<file path="src/rtl/prio_queue.sv">
// Min-priority queue built as a sorted register array: slot 0 always holds the minimum.
// Each edge can remove the head and/or insert one key at its sorted position.
module prio_queue #(
    parameter int DWIDTH = 16,
    parameter int HDEPTH = 5
) (
    input  logic              CLK,
    input  logic              rst_n,
    input  logic              enq,
    input  logic              deq,
    input  logic [DWIDTH-1:0] inp_data,
    output logic [DWIDTH-1:0] out_data,
    output logic [HDEPTH-1:0] count
);
    localparam int CAP = 2**HDEPTH - 1;

    logic [DWIDTH-1:0] slot_q [CAP];
    logic [DWIDTH-1:0] slot_d [CAP];
    logic [DWIDTH-1:0] base   [CAP];
    logic [HDEPTH-1:0] count_q;
    logic [HDEPTH-1:0] count_d;
    logic [HDEPTH-1:0] base_cnt;
    logic [CAP-1:0]    gt;
    logic              full;
    logic              do_deq;
    logic              do_ins;

    assign full   = (count_q == HDEPTH'(CAP));
    assign do_deq = deq && (count_q != '0);
    // A full queue still accepts an insert when the head leaves in the same cycle.
    assign do_ins = enq && (!full || do_deq);

    assign base_cnt = count_q - HDEPTH'(do_deq);
    assign count_d  = count_q + HDEPTH'(do_ins) - HDEPTH'(do_deq);

    genvar gi;
    generate
        for (gi = 0; gi < CAP; gi++) begin : g_slot
            // Array after an optional dequeue; the vacated top slot becomes 0.
            if (gi == CAP - 1) begin : g_top
                assign base[gi] = do_deq ? '0 : slot_q[gi];
            end else begin : g_mid
                assign base[gi] = do_deq ? slot_q[gi+1] : slot_q[gi];
            end

            // Unused slots count as larger than any key so the insert lands at the tail.
            assign gt[gi] = (HDEPTH'(gi) >= base_cnt) || (base[gi] > inp_data);

            if (gi == 0) begin : g_head
                assign slot_d[gi] = (do_ins && gt[gi]) ? inp_data : base[gi];
            end else begin : g_body
                assign slot_d[gi] = !(do_ins && gt[gi]) ? base[gi] :
                                    (gt[gi-1] ? base[gi-1] : inp_data);
            end

            always_ff @(posedge CLK or negedge rst_n) begin
                if (!rst_n) begin
                    slot_q[gi] <= '0;
                end else begin
                    slot_q[gi] <= slot_d[gi];
                end
            end
        end
    endgenerate

    always_ff @(posedge CLK or negedge rst_n) begin
        if (!rst_n) begin
            count_q <= '0;
        end else begin
            count_q <= count_d;
        end
    end

    assign out_data = slot_q[0];
    assign count    = count_q;
endmodule

</file>
<file path="config.mk">
export PLATFORM = sky130hd
export DESIGN_NAME = prio_queue
export DESIGN_NICKNAME = d
export VERILOG_FILES = /design/src/rtl/prio_queue.sv
export SDC_FILE = /design/constraint.sdc
export NUM_CORES = 2
export LEC_CHECK = 0
export BUFFER_PORTS_ARGS = -buffer_cell sky130_fd_sc_hd__buf_2
export CAP_MARGIN = 20
export CELL_PAD_IN_SITES_DETAIL_PLACEMENT = 0
export CELL_PAD_IN_SITES_GLOBAL_PLACEMENT = 1
export CORE_MARGIN = 8
export CORE_UTILIZATION = 50
export CTS_CLUSTER_SIZE = 24
export DETAILED_ROUTE_END_ITERATION = 10
export PLACE_DENSITY = 0.79
export SYNTH_ARGS = -nofsm -noshare
export SYNTH_HDL_FRONTEND = slang
export SYNTH_SLANG_ARGS = --single-unit
</file>
<file path="constraint.sdc">
create_clock -name CLK -period 5.3 [get_ports CLK]
set_clock_uncertainty 0.05 [all_clocks]
set_input_delay 0.795 -clock CLK [delete_from_list [all_inputs] [get_ports CLK]]
set_output_delay 0.795 -clock CLK [all_outputs]
set_load 0.02 [all_outputs]
</file>
Word-level counts from Yosys, hierarchy flattened --
Index checks and enable logic that the tools add are counted.
Word-level totals: register bits 501, input port bits 20, output and inout port bits 21, word-level logic and storage cells 257
Operators by class: $add $sub $neg 3, order comparisons 62, eq/ne operators 1, muxes and demuxes 92, reduce and logical (&&, ||, !) cells 67
Operators with widths (count):
- 2-to-1 mux 16 bit | 92
- greater-than comparator 16 bit | 31
- >= comparator 5 bit (first input constant) | 15
- >= comparator 4 x 5 -> 1 bit (first input constant) | 8
- logical AND 1 bit | 33
- logical OR 1 bit | 32
- >= comparator 3 x 5 -> 1 bit (first input constant) | 4
- >= comparator 1 x 5 -> 1 bit (first input constant) | 2
- >= comparator 2 x 5 -> 1 bit (first input constant) | 2
- subtractor 5 x 1 -> 5 bit | 2
- adder 5 x 1 -> 5 bit | 1
- == test 5 bit (second input constant) | 1
- nonzero test 5 bit | 1
- logical NOT 1 bit | 1

Logic depth before layout (Yosys ltp) --
depth in word-level cells 7, mapped depth 22, depth with buffers taken out 16

Least setup slack after synthesis --
Ideal clock, no wire load.
path type reg-to-reg, start register count_q[2], in the netlist count[2], end register slot_q[14] (netlist bit), library setup time 0.128 ns, arrival time 4.601 ns, data required time 5.122 ns, slack 0.522 ns, cell stages (with the launch flop) 20, buffers on the path 5, clock period less this slack 4.778 ns, cell sequence dfrtp_1 inv_1 ha_1 or4b_1 nand2_1 inv_2 clkbuf_1 buf_2 clkbuf_1 ha_1 ha_1 nand2b_4 a21boi_2 or2_1 buf_6 nand2_2 a211oi_4 buf_2 mux2_2 mux2_1
RTL lines:
- from (decl) | RTL line 20 | logic [HDEPTH-1:0] count_q;
- from (signal assigned) | RTL line 70 | count_q <= count_d;
- to (signal, indexed assignment) | RTL line 60 | slot_q[gi] <= slot_d[gi];
- to (decl) | RTL line 17 | logic [DWIDTH-1:0] slot_q [CAP];

==> run summary <==
Finish-stage setup viols -> 0
Async SR Flop Fraction -> 100.0%
Syn-to-layout area delta -> 10.17%
Register-to-Register Setup Slack -> 0.34 ns
Clk Latency, worst-skew pair -> 0.62 ns
Initial Util -> 50.20%
Setup slack at placement -> 0.1847 ns
Max IR drop VDD -> 0.3332 mV
Combinational fraction of design power -> 63.1%
Clock share of power -> 14.2%
FF+latch count, synth -> 501
Synth Flop Type -> dfrtp_1
Layout cells sized above 1 -> 10.78%
DR vias -> 41,792
DRC errors left -> 0
Vias in the first global route -> 39,444
Final period utilization -> 93.54%
Initial antenna violation count -> 1
Final min period -> 4.958 ns
Tot GR Track Use -> 32.68%
CTS max path bufs -> 3
Die H -> 310.2 um
Yosys cell types -> 78
Antenna cells -> 0
Slew HR -> 22.80%
Die width -> 310.2 um
Cells after synthesis -> 5,401
Total congestion overflow -> 0
Nets -> 5,884
Drt total wl -> 160,800 um
Gpl congestion -> 0.9415
P per Cell Area -> 662.9 mW/mm^2
Sw Share -> 49.32%
I/O Buffers -> 40
R2R Path End -> slot_q[272]$_DFF_PN0_
Part of the power in registers -> 22.6%
Synth top area cells -> dfrtp_1 29%, ha_1 15%, nand2_1 11%
Max Freq -> 201.7 MHz
HP Class -> in2async
Dpl hpwl -> 112,000 um
Synth cell count leaders -> 1,226 x nand2_1, 506 x ha_1, 501 x dfrtp_1
Internal Power -> 16.02 mW
Worst-Margin Slew -> 1.158 ns
Synth Area per Inst -> 8.014 sq um
Post-synth EDFFs -> 0
Inserted Clock Buffers -> 67
WP data arrival -> 5.45 ns
Clock slew at reported path FFs -> 0.06 ns
Synth Warn # -> 0
Post-synthesis sequential area ratio -> 28.97%
Setup slack after layout -> 0.3424 ns
First-pass GRT wire length -> 244,600 um
Die area -> 0.09623 sq mm
Root Buffer -> clkbuf_16
Detailed Routing Iterations Pass 1 -> 6
CP Launch Type -> register
Antenna Nets Post-Route -> 0
Final hold violations -> 0
# rows -> 108
Setup_tns -> 0 ns
Reg2Reg Depth -> 17
Initial drt markers -> 4,212
Required time of the critical path -> 5.79 ns
Largest net degree at the start of global routing -> 121
WL per Instance -> 24.52 um
FILL cells -> 8,280
# IOs -> 41
Status -> finished, final reports clean
Max-slew violation count -> 0
Unrepaired setup endpoints after global routing -> no
CTS tree -> built
CP max FO -> 20
Max Cap Viol -> 0
CTS hold repair buffers -> 0
TritonCTS Sinks -> 501
H-Tree Depth -> 3
Most frequent cell after synthesis -> nand2_1
Syn Nets -> 5,928
Setup CP Type -> reg2reg
CORE AREA -> 0.08621 sq mm
Leakage -> 23.60 nW
Crit Reg-Reg Startpoint -> count[2]$_DFF_PN0_
Yosys top cell area share -> 28.97%
Mapped Area -> 0.04328 sq mm
Worst setup EP type -> register
Vias per inst -> 6.376
P_sw -> 15.59 mW
Synth area leader -> dfrtp_1
[repair_timing]
item / 4_1_cts / 5_1_grt
endpoints found under the setup margin: 0 / 20
setup buffers: 0 / 0
resized for setup: 0 / 3
[cells in the final DEF (no fill, tap or decap), types with 12 or more instances in the layout]
| cell | n |
|---|---|
| nand2_1 | 1225 |
| ha_1 | 506 |
| dfrtp_1 | 501 |
| a21oi_1 | 469 |
| mux2i_1 | 386 |
| o21ai_0 | 382 |
| nand3_1 | 219 |
| buf_4 | 217 |
| inv_1 | 193 |
| o311ai_0 | 155 |
| mux2_2 | 133 |
| nor2_1 | 124 |
| a31oi_1 | 106 |
| nand4_1 | 105 |
| nor3_1 | 82 |
| clkbuf_16 | 71 |
| buf_2 | 38 |
| and2_1 | 34 |
| nor2b_1 | 31 |
| nor4_1 | 30 |
| a21o_1 | 25 |
| nand2b_1 | 23 |
| mux2_1 | 20 |
| buf_12 | 20 |
| o31ai_1 | 17 |
| nand3b_1 | 16 |
| o22ai_1 | 16 |
| clkbuf_1 | 16 |
| inv_2 | 15 |
| o311a_1 | 15 |
| o211ai_1 | 13 |
| clkbuf_8 | 13 |
| a21bo_2 | 12 |
| and4_1 | 12 |
| a211oi_1 | 12 |
[power groups by stage]
stage | clock network (mW) | registers [mW] | logic, mW
after floorplan | 0 | 6.43 | 14.4
after global placement | 0 | 7.11 | 19.1
after detailed placement | 0 | 7.12 | 19.5
after CTS | 4.55 | 7.07 | 19.6
after global routing | 4.71 | 7.25 | 22.1
final | 4.50 | 7.15 | 20.0
[how the worst max path moves through the flow]
stage | from | slack (ns) | to | cells past startpoint
6_report | count[2]$_DFF_PN0_ | 0.34 | slot_q[272]$_DFF_PN0_ | 17
3_5_place_dp | count[2]$_DFF_PN0_ | 0.18 | slot_q[233]$_DFF_PN0_ | 15
3_3_place_gp | count[2]$_DFF_PN0_ | 0.28 | out_data[5]$_DFF_PN0_ | 14
4_1_cts | count[2]$_DFF_PN0_ | 0.18 | slot_q[238]$_DFF_PN0_ | 15
2_1_floorplan | count[2]$_DFF_PN0_ | 0.52 | slot_q[14]$_DFF_PN0_ | 19
5_1_grt | count[2]$_DFF_PN0_ | 0.001 | slot_q[235]$_DFF_PN0_ | 15
[worst max-delay path, stage by stage, from the launching register on]
cell	delay, ns
dfrtp_1	0.37
inv_1	0.12
ha_1	0.23
or4b_1	0.50
nand2_4	0.20
buf_12	0.22
buf_4	0.34
buf_4	0.35
mux2i_1	0.34
inv_1	0.10
ha_1	0.30
nand4_1	0.17
nor3_1	0.08
a211o_1	0.29
a211o_1	0.24
a21oi_1	0.18
nand2b_1	0.49
mux2i_1	0.25
[metal layers]
metal / GRT usage (%) / vias to the layer above / share of wire [%]
met5: 0 / - / 0
met4: 10.25 / 0 / 3.2
met3: 5.006 / 290 / 8.5
met2: 48.58 / 1800 / 42
met1: 48.43 / 20238 / 46
li1: - / 19464 / -
[cell families after synthesis]
kind of cell	count (synthesis)	share of synthesized area, %
AO/OA/AOI/OAI	1309	18.15
adder cells (fa/ha/maj)	507	14.67
flip-flops	501	28.97
buffers and inverters	603	5.689
AND/OR/NAND/NOR	1936	19.50
multiplexers	539	12.91
XOR/XNOR	6	0.1214
[final cells by class]
class | count | area [sq um] | area share (%)
inverters | 209 | 792.0 | 1.661
repair buffers | 281 | 2310 | 4.844
multi-input cells | 4297 | 28490 | 59.76
well taps | 1155 | 1445 | 3.031
clock buffers | 100 | 2016 | 4.227
flip-flops and latches | 501 | 12540 | 26.29
clock inverters | 12 | 88.84 | 0.1863
[stage by stage]
step                      hold WS [ns]  instance area [sq um]  instances  power [mW]  util [%]
after CTS                       0.1898                  47610       6550       31.19     55.22
after detailed placement        0.5424                  45500       6438       26.58     52.78
final                           0.1889                  47680       6555       31.61     55.31
after floorplan                 0.4494                  43280       5401       20.85         -
after global routing            0.2415                  47680       6555       34.09     55.31
after global placement          0.5154                  45480       6436       26.24     52.75
[flip-flops by register name, indices dropped and copies added, names as in the netlist]
signal	count
count	5
out_data	16
slot_q	480
(Power assumes the default switching activity.)
